## config.mk

```make
export PLATFORM = sky130hd
export DESIGN_NAME = dmem_arbiter_flat
export DESIGN_NICKNAME = d
export VERILOG_FILES = /design/src/rtl/dmem_arbiter_if.sv /design/src/rtl/dmem_arbiter.sv /design/src/flat_wrapper.sv
export SDC_FILE = /design/constraint.sdc
export NUM_CORES = 1
export LEC_CHECK = 0
export ABC_AREA = 1
export CORE_MARGIN = 5
export CORE_UTILIZATION = 40
export DETAILED_ROUTE_END_ITERATION = 8
export HOLD_SLACK_MARGIN = 0.08
export PLACE_DENSITY = 0.79
export SLEW_MARGIN = 5
export SYNTH_ARGS = -nofsm -noshare
export SYNTH_HDL_FRONTEND = slang
export SYNTH_SLANG_ARGS = --single-unit
```

## constraint.sdc

```tcl
create_clock -name clk_i -period 13.6 [get_ports clk_i]
set_input_delay 3.4 -clock clk_i [delete_from_list [all_inputs] [get_ports clk_i]]
set_output_delay 3.4 -clock clk_i [all_outputs]
set_load 0.1 [all_outputs]
```

## src/rtl/dmem_arbiter_if.sv

```systemverilog
`default_nettype none
// ============================================================================
// Module   : dmem_arbiter_if
// Brief    : Requester-side and memory-side signal bundle for dmem_arbiter.
// Revision : 1.0 - initial release
// ============================================================================
interface dmem_arbiter_if #(
    parameter int ADDR_W = 32,
    parameter int DATA_W = 32
);
    logic              req0_i;
    logic              we0_i;
    logic [ADDR_W-1:0] addr0_i;
    logic [DATA_W-1:0] wdat0_i;
    logic              gnt0_o;
    logic              err0_o;
    logic              rvalid0_o;
    logic [DATA_W-1:0] rdat0_o;

    logic              req1_i;
    logic              we1_i;
    logic [ADDR_W-1:0] addr1_i;
    logic [DATA_W-1:0] wdat1_i;
    logic              gnt1_o;
    logic              err1_o;
    logic              rvalid1_o;
    logic [DATA_W-1:0] rdat1_o;

    logic              mem_rd_en_o;
    logic              mem_wr_en_o;
    logic [ADDR_W-1:0] mem_addr_o;
    logic [DATA_W-1:0] mem_wr_dat_o;
    logic [DATA_W-1:0] mem_rd_dat_i;

    modport slave (
        input  req0_i, we0_i, addr0_i, wdat0_i,
        input  req1_i, we1_i, addr1_i, wdat1_i,
        input  mem_rd_dat_i,
        output gnt0_o, err0_o, rvalid0_o, rdat0_o,
        output gnt1_o, err1_o, rvalid1_o, rdat1_o,
        output mem_rd_en_o, mem_wr_en_o, mem_addr_o, mem_wr_dat_o
    );

    modport master (
        output req0_i, we0_i, addr0_i, wdat0_i,
        output req1_i, we1_i, addr1_i, wdat1_i,
        output mem_rd_dat_i,
        input  gnt0_o, err0_o, rvalid0_o, rdat0_o,
        input  gnt1_o, err1_o, rvalid1_o, rdat1_o,
        input  mem_rd_en_o, mem_wr_en_o, mem_addr_o, mem_wr_dat_o
    );
endinterface
`default_nettype wire

```

## src/rtl/dmem_arbiter.sv

```systemverilog
`default_nettype none
// ============================================================================
// Module   : dmem_arbiter
// Brief    : Round-robin two-port arbiter in front of a synchronous data memory.
// Revision : 1.0 - initial release
// ============================================================================
module dmem_arbiter #(
    parameter int ADDR_W     = 32,
    parameter int DATA_W     = 32,
    parameter int RD_LATENCY = 1
) (
    input  wire logic     clk_i,
    input  wire logic     reset_i,
    dmem_arbiter_if.slave bus
);
    localparam int CNT_W = $clog2(RD_LATENCY + 1);

    typedef enum logic [1:0] {
        ST_IDLE  = 2'd0,
        ST_ISSUE = 2'd1,
        ST_WAIT  = 2'd2,
        ST_RESP  = 2'd3
    } state_t;

    state_t            state_q, state_d;
    logic              last_gnt_q, last_gnt_d;
    logic              owner_q, owner_d;
    logic [CNT_W-1:0]  cnt_q, cnt_d;

    logic              gnt0_q, gnt0_d, gnt1_q, gnt1_d;
    logic              err0_q, err0_d, err1_q, err1_d;
    logic              rvalid0_q, rvalid0_d, rvalid1_q, rvalid1_d;
    logic [DATA_W-1:0] rdat0_q, rdat0_d, rdat1_q, rdat1_d;
    logic              mem_rd_en_q, mem_rd_en_d, mem_wr_en_q, mem_wr_en_d;
    logic [ADDR_W-1:0] mem_addr_q, mem_addr_d;
    logic [DATA_W-1:0] mem_wr_dat_q, mem_wr_dat_d;

    logic              w_req_any;
    logic              w_win;
    logic              w_sel_we;
    logic [ADDR_W-1:0] w_sel_addr;
    logic [DATA_W-1:0] w_sel_wdat;
    logic              w_misalign;

    // On a tie the port that was not granted last time wins.
    assign w_req_any  = bus.req0_i | bus.req1_i;
    assign w_win      = (bus.req0_i & bus.req1_i) ? ~last_gnt_q : bus.req1_i;
    assign w_sel_we   = w_win ? bus.we1_i   : bus.we0_i;
    assign w_sel_addr = w_win ? bus.addr1_i : bus.addr0_i;
    assign w_sel_wdat = w_win ? bus.wdat1_i : bus.wdat0_i;
    assign w_misalign = (w_sel_addr[1:0] != 2'b00);

    always_comb begin
        state_d      = state_q;
        last_gnt_d   = last_gnt_q;
        owner_d      = owner_q;
        cnt_d        = cnt_q;
        gnt0_d       = 1'b0;
        gnt1_d       = 1'b0;
        err0_d       = 1'b0;
        err1_d       = 1'b0;
        rvalid0_d    = 1'b0;
        rvalid1_d    = 1'b0;
        rdat0_d      = rdat0_q;
        rdat1_d      = rdat1_q;
        mem_rd_en_d  = 1'b0;
        mem_wr_en_d  = 1'b0;
        mem_addr_d   = mem_addr_q;
        mem_wr_dat_d = mem_wr_dat_q;

        case (state_q)
            ST_IDLE, ST_RESP: begin
                if (w_req_any) begin
                    state_d    = ST_ISSUE;
                    owner_d    = w_win;
                    last_gnt_d = w_win;
                    gnt0_d     = ~w_win;
                    gnt1_d     = w_win;
                    if (w_misalign) begin
                        err0_d = ~w_win;
                        err1_d = w_win;
                    end else if (w_sel_we) begin
                        mem_wr_en_d  = 1'b1;
                        mem_addr_d   = w_sel_addr;
                        mem_wr_dat_d = w_sel_wdat;
                    end else begin
                        mem_rd_en_d = 1'b1;
                        mem_addr_d  = w_sel_addr;
                    end
                end else begin
                    state_d = ST_IDLE;
                end
            end

            // The registered read enable tells whether this issue needs a response.
            ST_ISSUE: begin
                if (mem_rd_en_q) begin
                    state_d = ST_WAIT;
                    cnt_d   = CNT_W'(RD_LATENCY);
                end else begin
                    state_d = ST_IDLE;
                end
            end

            ST_WAIT: begin
                if (cnt_q == CNT_W'(1)) begin
                    state_d = ST_RESP;
                    if (owner_q) begin
                        rdat1_d   = bus.mem_rd_dat_i;
                        rvalid1_d = 1'b1;
                    end else begin
                        rdat0_d   = bus.mem_rd_dat_i;
                        rvalid0_d = 1'b1;
                    end
                end else begin
                    cnt_d = cnt_q - CNT_W'(1);
                end
            end

            default: state_d = ST_IDLE;
        endcase
    end

    always_ff @(posedge clk_i or posedge reset_i) begin
        if (reset_i) begin
            state_q      <= ST_IDLE;
            last_gnt_q   <= 1'b1;
            owner_q      <= 1'b0;
            cnt_q        <= '0;
            gnt0_q       <= 1'b0;
            gnt1_q       <= 1'b0;
            err0_q       <= 1'b0;
            err1_q       <= 1'b0;
            rvalid0_q    <= 1'b0;
            rvalid1_q    <= 1'b0;
            rdat0_q      <= '0;
            rdat1_q      <= '0;
            mem_rd_en_q  <= 1'b0;
            mem_wr_en_q  <= 1'b0;
            mem_addr_q   <= '0;
            mem_wr_dat_q <= '0;
        end else begin
            state_q      <= state_d;
            last_gnt_q   <= last_gnt_d;
            owner_q      <= owner_d;
            cnt_q        <= cnt_d;
            gnt0_q       <= gnt0_d;
            gnt1_q       <= gnt1_d;
            err0_q       <= err0_d;
            err1_q       <= err1_d;
            rvalid0_q    <= rvalid0_d;
            rvalid1_q    <= rvalid1_d;
            rdat0_q      <= rdat0_d;
            rdat1_q      <= rdat1_d;
            mem_rd_en_q  <= mem_rd_en_d;
            mem_wr_en_q  <= mem_wr_en_d;
            mem_addr_q   <= mem_addr_d;
            mem_wr_dat_q <= mem_wr_dat_d;
        end
    end

    assign bus.gnt0_o       = gnt0_q;
    assign bus.gnt1_o       = gnt1_q;
    assign bus.err0_o       = err0_q;
    assign bus.err1_o       = err1_q;
    assign bus.rvalid0_o    = rvalid0_q;
    assign bus.rvalid1_o    = rvalid1_q;
    assign bus.rdat0_o      = rdat0_q;
    assign bus.rdat1_o      = rdat1_q;
    assign bus.mem_rd_en_o  = mem_rd_en_q;
    assign bus.mem_wr_en_o  = mem_wr_en_q;
    assign bus.mem_addr_o   = mem_addr_q;
    assign bus.mem_wr_dat_o = mem_wr_dat_q;
endmodule
`default_nettype wire

```

## src/flat_wrapper.sv

```systemverilog
// flat-port wrapper written by rule: the top's interface ports become plain ports
module dmem_arbiter_flat 
#(
    parameter int ADDR_W     = 32,
    parameter int DATA_W     = 32,
    parameter int RD_LATENCY = 1
)
  (clk_i, reset_i, bus_req0_i, bus_we0_i, bus_addr0_i, bus_wdat0_i, bus_req1_i, bus_we1_i, bus_addr1_i, bus_wdat1_i, bus_mem_rd_dat_i, bus_gnt0_o, bus_err0_o, bus_rvalid0_o, bus_rdat0_o, bus_gnt1_o, bus_err1_o, bus_rvalid1_o, bus_rdat1_o, bus_mem_rd_en_o, bus_mem_wr_en_o, bus_mem_addr_o, bus_mem_wr_dat_o);
  dmem_arbiter_if #(.ADDR_W(ADDR_W), .DATA_W(DATA_W)) bus_i ();
  input  wire logic clk_i;
  input  wire logic reset_i;
  input wire logic [$bits(bus_i.req0_i)-1:0] bus_req0_i;
  input wire logic [$bits(bus_i.we0_i)-1:0] bus_we0_i;
  input wire logic [$bits(bus_i.addr0_i)-1:0] bus_addr0_i;
  input wire logic [$bits(bus_i.wdat0_i)-1:0] bus_wdat0_i;
  input wire logic [$bits(bus_i.req1_i)-1:0] bus_req1_i;
  input wire logic [$bits(bus_i.we1_i)-1:0] bus_we1_i;
  input wire logic [$bits(bus_i.addr1_i)-1:0] bus_addr1_i;
  input wire logic [$bits(bus_i.wdat1_i)-1:0] bus_wdat1_i;
  input wire logic [$bits(bus_i.mem_rd_dat_i)-1:0] bus_mem_rd_dat_i;
  output wire logic [$bits(bus_i.gnt0_o)-1:0] bus_gnt0_o;
  output wire logic [$bits(bus_i.err0_o)-1:0] bus_err0_o;
  output wire logic [$bits(bus_i.rvalid0_o)-1:0] bus_rvalid0_o;
  output wire logic [$bits(bus_i.rdat0_o)-1:0] bus_rdat0_o;
  output wire logic [$bits(bus_i.gnt1_o)-1:0] bus_gnt1_o;
  output wire logic [$bits(bus_i.err1_o)-1:0] bus_err1_o;
  output wire logic [$bits(bus_i.rvalid1_o)-1:0] bus_rvalid1_o;
  output wire logic [$bits(bus_i.rdat1_o)-1:0] bus_rdat1_o;
  output wire logic [$bits(bus_i.mem_rd_en_o)-1:0] bus_mem_rd_en_o;
  output wire logic [$bits(bus_i.mem_wr_en_o)-1:0] bus_mem_wr_en_o;
  output wire logic [$bits(bus_i.mem_addr_o)-1:0] bus_mem_addr_o;
  output wire logic [$bits(bus_i.mem_wr_dat_o)-1:0] bus_mem_wr_dat_o;
  assign bus_i.req0_i = bus_req0_i;
  assign bus_i.we0_i = bus_we0_i;
  assign bus_i.addr0_i = bus_addr0_i;
  assign bus_i.wdat0_i = bus_wdat0_i;
  assign bus_i.req1_i = bus_req1_i;
  assign bus_i.we1_i = bus_we1_i;
  assign bus_i.addr1_i = bus_addr1_i;
  assign bus_i.wdat1_i = bus_wdat1_i;
  assign bus_i.mem_rd_dat_i = bus_mem_rd_dat_i;
  assign bus_gnt0_o = bus_i.gnt0_o;
  assign bus_err0_o = bus_i.err0_o;
  assign bus_rvalid0_o = bus_i.rvalid0_o;
  assign bus_rdat0_o = bus_i.rdat0_o;
  assign bus_gnt1_o = bus_i.gnt1_o;
  assign bus_err1_o = bus_i.err1_o;
  assign bus_rvalid1_o = bus_i.rvalid1_o;
  assign bus_rdat1_o = bus_i.rdat1_o;
  assign bus_mem_rd_en_o = bus_i.mem_rd_en_o;
  assign bus_mem_wr_en_o = bus_i.mem_wr_en_o;
  assign bus_mem_addr_o = bus_i.mem_addr_o;
  assign bus_mem_wr_dat_o = bus_i.mem_wr_dat_o;
  dmem_arbiter #(.ADDR_W(ADDR_W), .DATA_W(DATA_W), .RD_LATENCY(RD_LATENCY)) u_core (.clk_i(clk_i), .reset_i(reset_i), .bus(bus_i));
endmodule
```

==> metrics.md, run 1 <==
| Metric | Value |
|---|---|
| Number of global-route vias before repair | 5870 |
| Max_cap viols | 0 |
| Global-route wire length before repair | 29600 µm |
| Post-CTS setup buffer count | 0 |
| Clock latency at the later pin of the worst-skew pair | 400 ps |
| Clock period minus worst slack | 6210 ps |
| Mapped Cells | 771 |
| Area share of the largest cell type after synthesis | 0.559 |
| Final Setup Violations | 0 |
| CP Max Fanout | 66 |
| Die area | 18300 µm² |
| Area leader, netlist | dfrtp_1 |
| Clock sinks | 141 |
| Top cells by area, synth | dfrtp_1 56%, nand2_1 23%, o21ai_0 5.3% |
| Fin nets | 1215 |
| Yosys warnings | 0 |
| Crit Path Class | in2reg |
| Core area | 15300 µm² |
| Status | completed |
| Hold_buf cts | 0 |
| Largest net degree at the start of global routing | 77 |
| Die W | 135 µm |
| Final-report max-slew violation count | 0 |
| F_max | 0.161 GHz |
| Crit end category | flop |
| Met1 GRT Util | 0.248 |
| IO Port Bufs | 301 |
| Area delta synth->final | 59.6% |
| Worst hold path type | reg2reg |
| Clk_skew | 4.81 ps |
| Initial Util | 0.409 |
| Final Hold Fails | 0 |
| Met3 Use GR | 0.0605 |
| Worst setup startpoint | bus_req0_i |
| Worst-margin pin slew | 1060 ps |
| Syn Nets | 939 |
| Sum of negative setup slack | 0 ps |
| I/O Pins | 302 |
| Total Wirelength | 18900 µm |
| Cts repair resizes | 0 |
| Crit share post-route | 0.457 |
| Clock root buffer | clkbuf_16 |
| Detail Placement HPWL | 14000 µm |
| R2R depth | 8 |
| Crit path cell chain | clkdlybuf4s50_1 -> nand2_2 -> nand2_2 -> buf_4 -> nand2_1 -> nand2_2 -> nand3_4 -> nand2_1 -> nand2_1 |
| Slowest stage delay, CP | 550 ps |
| Total Routing Usage GR | 0.204 |
| Met2 usage | 0.344 |
| Seq/Total Area, Yosys | 0.563 |
| R2r setup slk | 10390 ps |
| Avg Vias per Cell | 4.70 |
| TritonCTS clock tree | yes |
| ANT nets after route | 0 |
| Pre-antenna DRT Iters | 5 |
| Clock Pin Slew Worst Setup and Hold Paths | 50 ps |
| Rel. slew slack | 0.294 |
| RSZ-0062 raised after global routing | false |
| Die height | 135 µm |
| Fin Hold WS | 457 ps |
| Antenna violations before repair | 0 |
| RR Startpoint | u_core.last_gnt_q |
| #FFs+latches synth | 141 |
| Worst Path Required | 13890 ps |
| Reg-to-Reg End | u_core.bus.mem_wr_dat_o[11] |
| Layout cells sized above 1 | 0.0453 |
| Data arrival, critical path | 6500 ps |
| Crit path launch type | primary input |
| Initial drt markers | 327 |
| Commonest non-fill, non-tap cell in the layout | nand2_1 |
| DRC errors left | 0 |
| CTS Buf Count | 17 |
| CP max stage cell | nand2_2 |
| DR vias | 5974 |
| Antenna cells | 0 |
| H-tree lvl count | 4 |
| Synthesized area per cell | 8.13 µm² |
| Overflow after GRT | 0 |
| Synthesized area | 6270 µm² |
| Max clock buf depth | 2 |
| Most frequent cells in the layout | 379 x nand2_1, 301 x clkdlybuf4s50_1, 140 x dfrtp_1, 66 x o21ai_0, 41 x inv_1 |
| GP Congestion | 0.841 |
| Distinct cells, synth | 23 |
| Row count | 45 |
| Global route hottest layer | met2 |
| Min-Delay Path Depth | 1 |
| Drt wl/cell | 14.9 µm |
| Worst setup path endpoint | u_core.bus.mem_wr_dat_o[11] |
-- metrics by stage --
stage	area (µm²)	setup slack (ps)	cells	util
floorplan	6270	6420	771	-
global placement	9310	7050	1239	0.608
detailed placement	9310	6990	1239	0.608
CTS	10000	7410	1270	0.653
global route	10000	7130	1270	0.653
finish	10000	7390	1270	0.653
-- cells in the mapped netlist --
cell,number
nand2_1,379
inv_4,1
dfrtp_1,140
buf_4,8
ha_1,2
buf_6,5
o221ai_1,1
buf_2,16
o31ai_1,1
clkbuf_1,18
nand2_4,2
inv_2,4
nand3_1,34
a21oi_1,2
o21ai_4,1
nand3_4,1
dfstp_2,1
nand4_1,32
inv_1,42
o21ai_0,66
nor3_1,1
nand2_2,3
nor2_1,11
-- layer usage --
layer | share of wire | vias to the layer above
li1 | - | 2976
met3 | 0.075 | 28
met5 | 0 | -
met1 | 0.40 | 2762
met4 | 0.022 | 0
met2 | 0.50 | 208
-- area by class of cell --
| class | instances | area (µm²) |
|---|---|---|
| multi-input cells | 536 | 2300 |
| fillers | 1282 | 5310 |
| clock buffers | 22 | 494 |
| inverters | 47 | 184 |
| clock inverters | 9 | 203 |
| repair buffers | 304 | 3040 |
| well taps | 211 | 264 |
| flip-flops and latches | 141 | 3530 |
-- sequential cells by signal (all words and copies together) (netlist names) --
| signal | cells |
|---|---|
| u_core.bus.mem_addr_o | 32 |
| u_core.bus.mem_wr_dat_o | 32 |
| u_core.bus.rdat0_o | 32 |
| u_core.bus.rdat1_o | 32 |
| u_core.state_q | 2 |
| u_core.bus.err0_o | 1 |
| u_core.bus.err1_o | 1 |
| u_core.bus.gnt0_o | 1 |
| u_core.bus.gnt1_o | 1 |
| u_core.bus.mem_rd_en_o | 1 |
| u_core.bus.mem_wr_en_o | 1 |
| u_core.bus.rvalid0_o | 1 |
| u_core.bus.rvalid1_o | 1 |
| u_core.cnt_q | 1 |
| u_core.last_gnt_q | 1 |
| u_core.owner_q | 1 |
-- critical path, delay by kind of cell --
| family | cells | cell delay (ps) |
|---|---|---|
| simple gates | 7 | 1970 |
| buf+inv | 2 | 1080 |
-- kinds of logic after synthesis --
family          Yosys count  synth area share
flops                   141             0.563
compound gates           71            0.0595
fa+ha+maj                 2           0.00399
simple gates            463             0.303
buf+inv                  94            0.0707
-- how the worst min path moves through the flow --
stage,from,end,slack (ps)
floorplan,u_core.owner_q,u_core.bus.rvalid0_o,430
global placement,u_core.owner_q,u_core.bus.rvalid0_o,440
detailed placement,u_core.owner_q,u_core.bus.rvalid0_o,450
CTS,u_core.owner_q,u_core.bus.rvalid0_o,460
global route,u_core.owner_q,u_core.bus.rvalid0_o,480
finish,u_core.owner_q,u_core.bus.rvalid0_o,460
Power of run 1 is not shown: default switching activity piles up to over one toggle a cycle in this logic, so the estimate is an artifact.
==> inputs of run 2 (changes only) <==
- CORE_UTILIZATION: 40 -> 37
- PLACE_DENSITY: 0.79 -> 0.77
- clock period: 13.6 -> 5.45 ns (I/O delays scaled with it)
==> run 2 against run 1 <==
Setup slack lost 6100 ps. Sequential share of layout area grew 0.15 points. Critical path depth shrank 1. Final cell count up 0.79%. First-iteration DRC count stayed put. Global-route usage down 1.3 points. Routed wire length up 1.3%. Clock-buffer cell count down 4. Critical endpoint is now u_core.bus.mem_wr_dat_o[18].
==> metrics.md, run 2 (same netlist as run 1, synthesis figures left out) <==
| Metric | Value |
|---|---|
| Max clock buf depth | 2 (unchanged) |
| RR Startpoint | u_core.last_gnt_q (unchanged) |
| Status | completed (unchanged) |
| R2R depth | 7 (was 8) |
| Largest net degree at the start of global routing | 120 (was 77) |
| Layout cells sized above 1 | 0.0453 (about the same) |
| Total Wirelength | 19200 µm (was 18900 µm) |
| Most frequent cells in the layout | 379 x nand2_1, 301 x clkdlybuf4s50_1, 140 x dfrtp_1, 66 x o21ai_0, 41 x inv_1 (unchanged) |
| TritonCTS clock tree | yes (unchanged) |
| DR vias | 5952 (was 5974) |
| Data arrival, critical path | 4430 ps (was 6500 ps) |
| Initial Util | 0.378 (was 0.409) |
| Hold EP | u_core.bus.rvalid0_o (unchanged) |
| Crit share post-route | 0.757 |
| Worst-margin pin slew | 1060 ps (about the same) |
| I/O Pins | 302 (unchanged) |
| Global-route wire length before repair | 30300 µm (was 29600 µm) |
| Core area | 16600 µm² (was 15300 µm²) |
| Min-Delay Path Depth | 1 (unchanged) |
| Final Util | 0.601 (was 0.653) |
| Pre-antenna DRT Iters | 5 (unchanged) |
| Crit end category | flop (unchanged) |
| Clock period minus worst slack | 4130 ps |
| ANT nets after route | 0 (unchanged) |
| Worst Path Required | 5750 ps (was 13890 ps) |
| Commonest non-fill, non-tap cell in the layout | nand2_1 (unchanged) |
| CTS Buf Count | 17 (unchanged) |
| IO Port Bufs | 301 (unchanged) |
| Min-delay src | u_core.owner_q (unchanged) |
| Overflow after GRT | 0 (unchanged) |
| CP Max Fanout | 35 (was 66) |
| Die area | 19600 µm² (was 18300 µm²) |
| Die height | 140 µm (was 135 µm) |
| Final-report max-slew violation count | 0 (unchanged) |
| Cts repair resizes | 0 (unchanged) |
| Detail Placement HPWL | 13800 µm (was 14000 µm) |
| R2r setup slk | 2310 ps (was 10390 ps) |
| Drt wl/cell | 15.0 µm (was 14.9 µm) |
| Final Setup Violations | 0 (unchanged) |
| Crit Path Class | in2reg (unchanged) |
| Die W | 140 µm (was 135 µm) |
| Final Hold Fails | 0 (unchanged) |
| Number of global-route vias before repair | 5841 (was 5870) |
| RSZ-0062 raised after global routing | false (unchanged) |
| Avg Vias per Cell | 4.65 (was 4.70) |
| Worst hold path type | reg2reg (unchanged) |
| Clock root buffer | clkbuf_16 (unchanged) |
| Row count | 47 (was 45) |
| Clk_skew | 8.30 ps (was 4.81 ps) |
| Fin nets | 1215 (unchanged) |
| Reg-to-Reg End | u_core.bus.mem_wr_dat_o[18] (was u_core.bus.mem_wr_dat_o[11]) |
| Post-CTS setup buffer count | 0 (unchanged) |
| GP Congestion | 0.816 (was 0.841) |
| H-tree lvl count | 4 (unchanged) |
| Clock Pin Slew Worst Setup and Hold Paths | 60 ps (was 50 ps) |
| Clock sinks | 141 (unchanged) |
| Crit path launch type | primary input (unchanged) |
| Area delta synth->final | 59.0% (was 59.6%) |
| F_max | 0.242 GHz |
| Antenna violations before repair | 0 (unchanged) |
| Hold_buf cts | 0 (unchanged) |
| Initial drt markers | 327 (unchanged) |
| Total Routing Usage GR | 0.191 (was 0.204) |
| Sum of negative setup slack | 0 ps (unchanged) |
| Clock latency at the later pin of the worst-skew pair | 420 ps (was 400 ps) |
| Rel. slew slack | 0.293 (was 0.294) |
| Antenna cells | 0 (unchanged) |
| DRC errors left | 0 (unchanged) |
| Max_cap viols | 0 (unchanged) |
==> run 2: worst max-delay path by stage <==
| stage | start | end | slack, ps | depth (start not counted) |
|---|---|---|---|---|
| after floorplan | reset_i | u_core.bus.err0_o | 310 | 1 |
| after global placement | bus_req0_i | u_core.bus.mem_addr_o[30] | 1050 | 9 |
| after detailed placement | bus_req0_i | u_core.bus.mem_addr_o[13] | 910 | 9 |
| after CTS | bus_req0_i | u_core.bus.mem_addr_o[13] | 1350 | 9 |
| after global routing | bus_req0_i | u_core.bus.mem_addr_o[9] | 1090 | 9 |
| final | bus_req0_i | u_core.bus.mem_wr_dat_o[18] | 1320 | 8 |
==> run 2: per-layer routing <==
layer  routed length [µm]  share of wire  vias to the layer above  global-route usage
li1                     -              -                     2979                   -
met1                 7610           0.40                     2719               0.230
met2                 9580           0.50                      223               0.318
met3                 1570          0.082                       31              0.0610
met4                  413          0.022                        0              0.0775
met5                    0              0                        -                   0
==> run 2: worst max-delay path: stages <==
cell and delay (ps):
clkdlybuf4s50_1 550, nand2_2 410, nand2_2 650, nand2_1 130, nand2_2 550, nand3_4 470, nand2_1 200, nand2_1 80
==> run 2: stage by stage <==
stage | cells | setup slack, ps | area [µm²] | hold slack [ps]
finish | 1280 | 1320 | 9960 | 449
global route | 1280 | 1090 | 9960 | 477
floorplan | 771 | 308 | 6270 | 425
global placement | 1248 | 1050 | 9320 | 437
detailed placement | 1248 | 908 | 9320 | 450
CTS | 1280 | 1350 | 9960 | 458
==> run 2: area by class of cell <==
cell class	instances	area, µm²
clock buffer	18	429
fill	1485	6620
sequential	141	3530
multi-input combinational	536	2300
timing repair buffer	304	3040
clock inverter	14	215
inverter	47	184
tap	220	275
Power of run 2 is left out for the same reason.
==> inputs of run 3 (changes only) <==
- clock period: 5.45 -> 3.73 ns (I/O delays scaled with it)
==> run 3 against run 2 <==
Global-route usage increased by 0.63 points. Sequential cell count unchanged. Critical path type is now reg2out. Final cell count increased by 0.31%.
==> metrics.md, run 3 (same netlist as run 1, synthesis figures left out) <==
| Metric | Value |
|---|---|
| Status | completed (unchanged) |
| Die height | 140 µm (unchanged) |
| Final-report max-slew violation count | 0 (unchanged) |
| Row count | 47 (unchanged) |
| Reg-to-Reg End | u_core.bus.mem_addr_o[9] (was u_core.bus.mem_wr_dat_o[18]) |
| Crit Path Class | reg2out (was in2reg) |
| Clock Pin Slew Worst Setup and Hold Paths | 60 ps (about the same) |
| RSZ-0062 raised after global routing | false (unchanged) |
| DR vias | 5987 (was 5952) |
| Drt wl/cell | 15.2 µm (was 15.0 µm) |
| Clk_skew | 9.66 ps (was 8.30 ps) |
| Crit path cell chain | clkdlybuf4s50_1 (was clkdlybuf4s50_1 -> nand2_2 -> nand2_2 -> nand2_1 -> nand2_2 -> nand3_4 -> nand2_1 -> nand2_1) |
| GP Congestion | 0.807 (was 0.816) |
| CP max stage cell | clkdlybuf4s50_1 (was nand2_2) |
| Min-delay src | u_core.owner_q (unchanged) |
| Antenna cells | 0 (unchanged) |
| Hold_buf cts | 0 (unchanged) |
| Largest net degree at the start of global routing | 142 (was 120) |
| DRC errors left | 0 (unchanged) |
| Slowest stage delay, CP | 1160 ps (was 650 ps) |
| Cts repair resizes | 0 (unchanged) |
| Rel. slew slack | 0.320 (was 0.293) |
| Worst Path Required | 2800 ps (was 5750 ps) |
| Final Hold Fails | 0 (unchanged) |
| Avg Vias per Cell | 4.66 (was 4.65) |
| H-tree lvl count | 4 (unchanged) |
| Layout cells sized above 1 | 0.0818 (was 0.0453) |
| Clock sinks | 141 (unchanged) |
| Area post-placement | 9280 µm² (was 9320 µm²) |
| Total Wirelength | 19500 µm (was 19200 µm) |
| Area delta synth->final | 57.7% (was 59.0%) |
| Most frequent cells in the layout | 379 x nand2_1, 267 x clkdlybuf4s50_1, 140 x dfrtp_1, 66 x o21ai_0, 41 x inv_1 (was 379 x nand2_1, 301 x clkdlybuf4s50_1, 140 x dfrtp_1, 66 x o21ai_0, 41 x inv_1) |
| TritonCTS clock tree | yes (unchanged) |
| Clock latency at the later pin of the worst-skew pair | 410 ps (was 420 ps) |
| Clock period minus worst slack | 2870 ps |
| IO Port Bufs | 301 (unchanged) |
| Overflow after GRT | 0 (unchanged) |
| Worst setup path endpoint | bus_mem_addr_o[9] (was u_core.bus.mem_wr_dat_o[18]) |
| Final Util | 0.596 (was 0.601) |
| F_max | 0.349 GHz |
| Commonest non-fill, non-tap cell in the layout | nand2_1 (unchanged) |
| Worst setup startpoint | u_core.bus.mem_addr_o[9] (was bus_req0_i) |
| Fin nets | 1219 (was 1215) |
| Crit end category | output pin (was flop) |
| RR Startpoint | u_core.last_gnt_q (unchanged) |
| Worst hold path type | reg2reg (unchanged) |
| Die area | 19600 µm² (unchanged) |
| Initial drt markers | 295 (was 327) |
| Clock root buffer | clkbuf_16 (unchanged) |
| Final Setup Violations | 0 (unchanged) |
| CTS Buf Count | 17 (unchanged) |
| Max_cap viols | 0 (unchanged) |
| Detail Placement HPWL | 14200 µm (was 13800 µm) |
| Largest delay share family, worst path | buffers and inverters (was simple AND/OR/NAND/NOR gates) |
| Die W | 140 µm (unchanged) |
| Stages on worst setup path | 1 (was 8) |
| Global-route wire length before repair | 31300 µm (was 30300 µm) |
| Crit share post-route | 0.769 |
| Post-CTS setup buffer count | 0 (unchanged) |
| Initial Util | 0.378 (unchanged) |
| I/O Pins | 302 (unchanged) |
| Fin area | 9890 µm² (was 9960 µm²) |
| Worst Path Buf+Inv | 1 (unchanged) |
| Pre-antenna DRT Iters | 4 (was 5) |
| Total Routing Usage GR | 0.197 (was 0.191) |
| Number of global-route vias before repair | 5963 (was 5841) |
| R2R depth | 8 (was 7) |
| R2r setup slk | 1440 ps (was 2310 ps) |
| Sum of negative setup slack | 0 ps (unchanged) |
| Max clock buf depth | 2 (unchanged) |
| ANT nets after route | 0 (unchanged) |
| Data arrival, critical path | 1940 ps (was 4430 ps) |
| CP Max Fanout | 2 (was 35) |
| Core area | 16600 µm² (unchanged) |
| Worst-margin pin slew | 1020 ps (was 1060 ps) |
| Crit path launch type | flop (was primary input) |
| Antenna violations before repair | 0 (unchanged) |
## run 3: changes by cell type in the layout (fill, tap and decap cells not counted)
| cell | change |
|---|---|
| clkinvlp_4 | +3 |
| clkinv_4 | +1 |
| clkinv_2 | -2 |
| bufinv_16 | -2 |
| inv_6 | +1 |
| buf_12 | +1 |
| buf_4 | +37 |
| clkbuf_1 | -1 |
| clkdlybuf4s50_1 | -34 |
## run 3: per-layer routing
metal  wire [µm]  share of wire  vias to the layer above  GRT usage
li1            -              -                     2984          -
met4         508          0.026                        0     0.0760
met5           0              0                        -          0
met3        1380          0.071                       35     0.0613
met2        9830           0.50                      222      0.337
met1        7810           0.40                     2746      0.233
## run 3: worst register-to-register path, delay by kind of cell, from the launching register on
kind	cells	cell delay [ps]
buffers and inverters	2	1000
flip-flops	1	550
AND/OR/NAND/NOR	6	650
## run 3: worst min path at each step
stage / endpoint / depth (start not counted)
3_3_place_gp: u_core.bus.rvalid0_o / 1
2_1_floorplan: u_core.bus.rvalid0_o / 1
4_1_cts: u_core.bus.rvalid0_o / 1
3_5_place_dp: u_core.bus.rvalid0_o / 1
5_1_grt: u_core.bus.rvalid0_o / 1
6_report: u_core.bus.rvalid0_o / 1
## run 3: final cells by class
| type | count | area, µm² |
|---|---|---|
| Fill cell | 1510 | 6700 |
| Multi-Input combinational cell | 536 | 2300 |
| Tap cell | 220 | 275 |
| Clock buffer | 17 | 425 |
| Timing Repair Buffer | 308 | 2990 |
| Inverter | 47 | 183 |
| Sequential cell | 141 | 3530 |
| Clock inverter | 15 | 186 |
## run 3: metrics by stage
stage	hold slack (ps)	cells	setup WS, ps
floorplan	425	771	1040
global placement	430	1252	484
detailed placement	438	1252	462
CTS	453	1284	839
global route	468	1284	694
finish	456	1284	862
Power of run 3 is left out for the same reason.
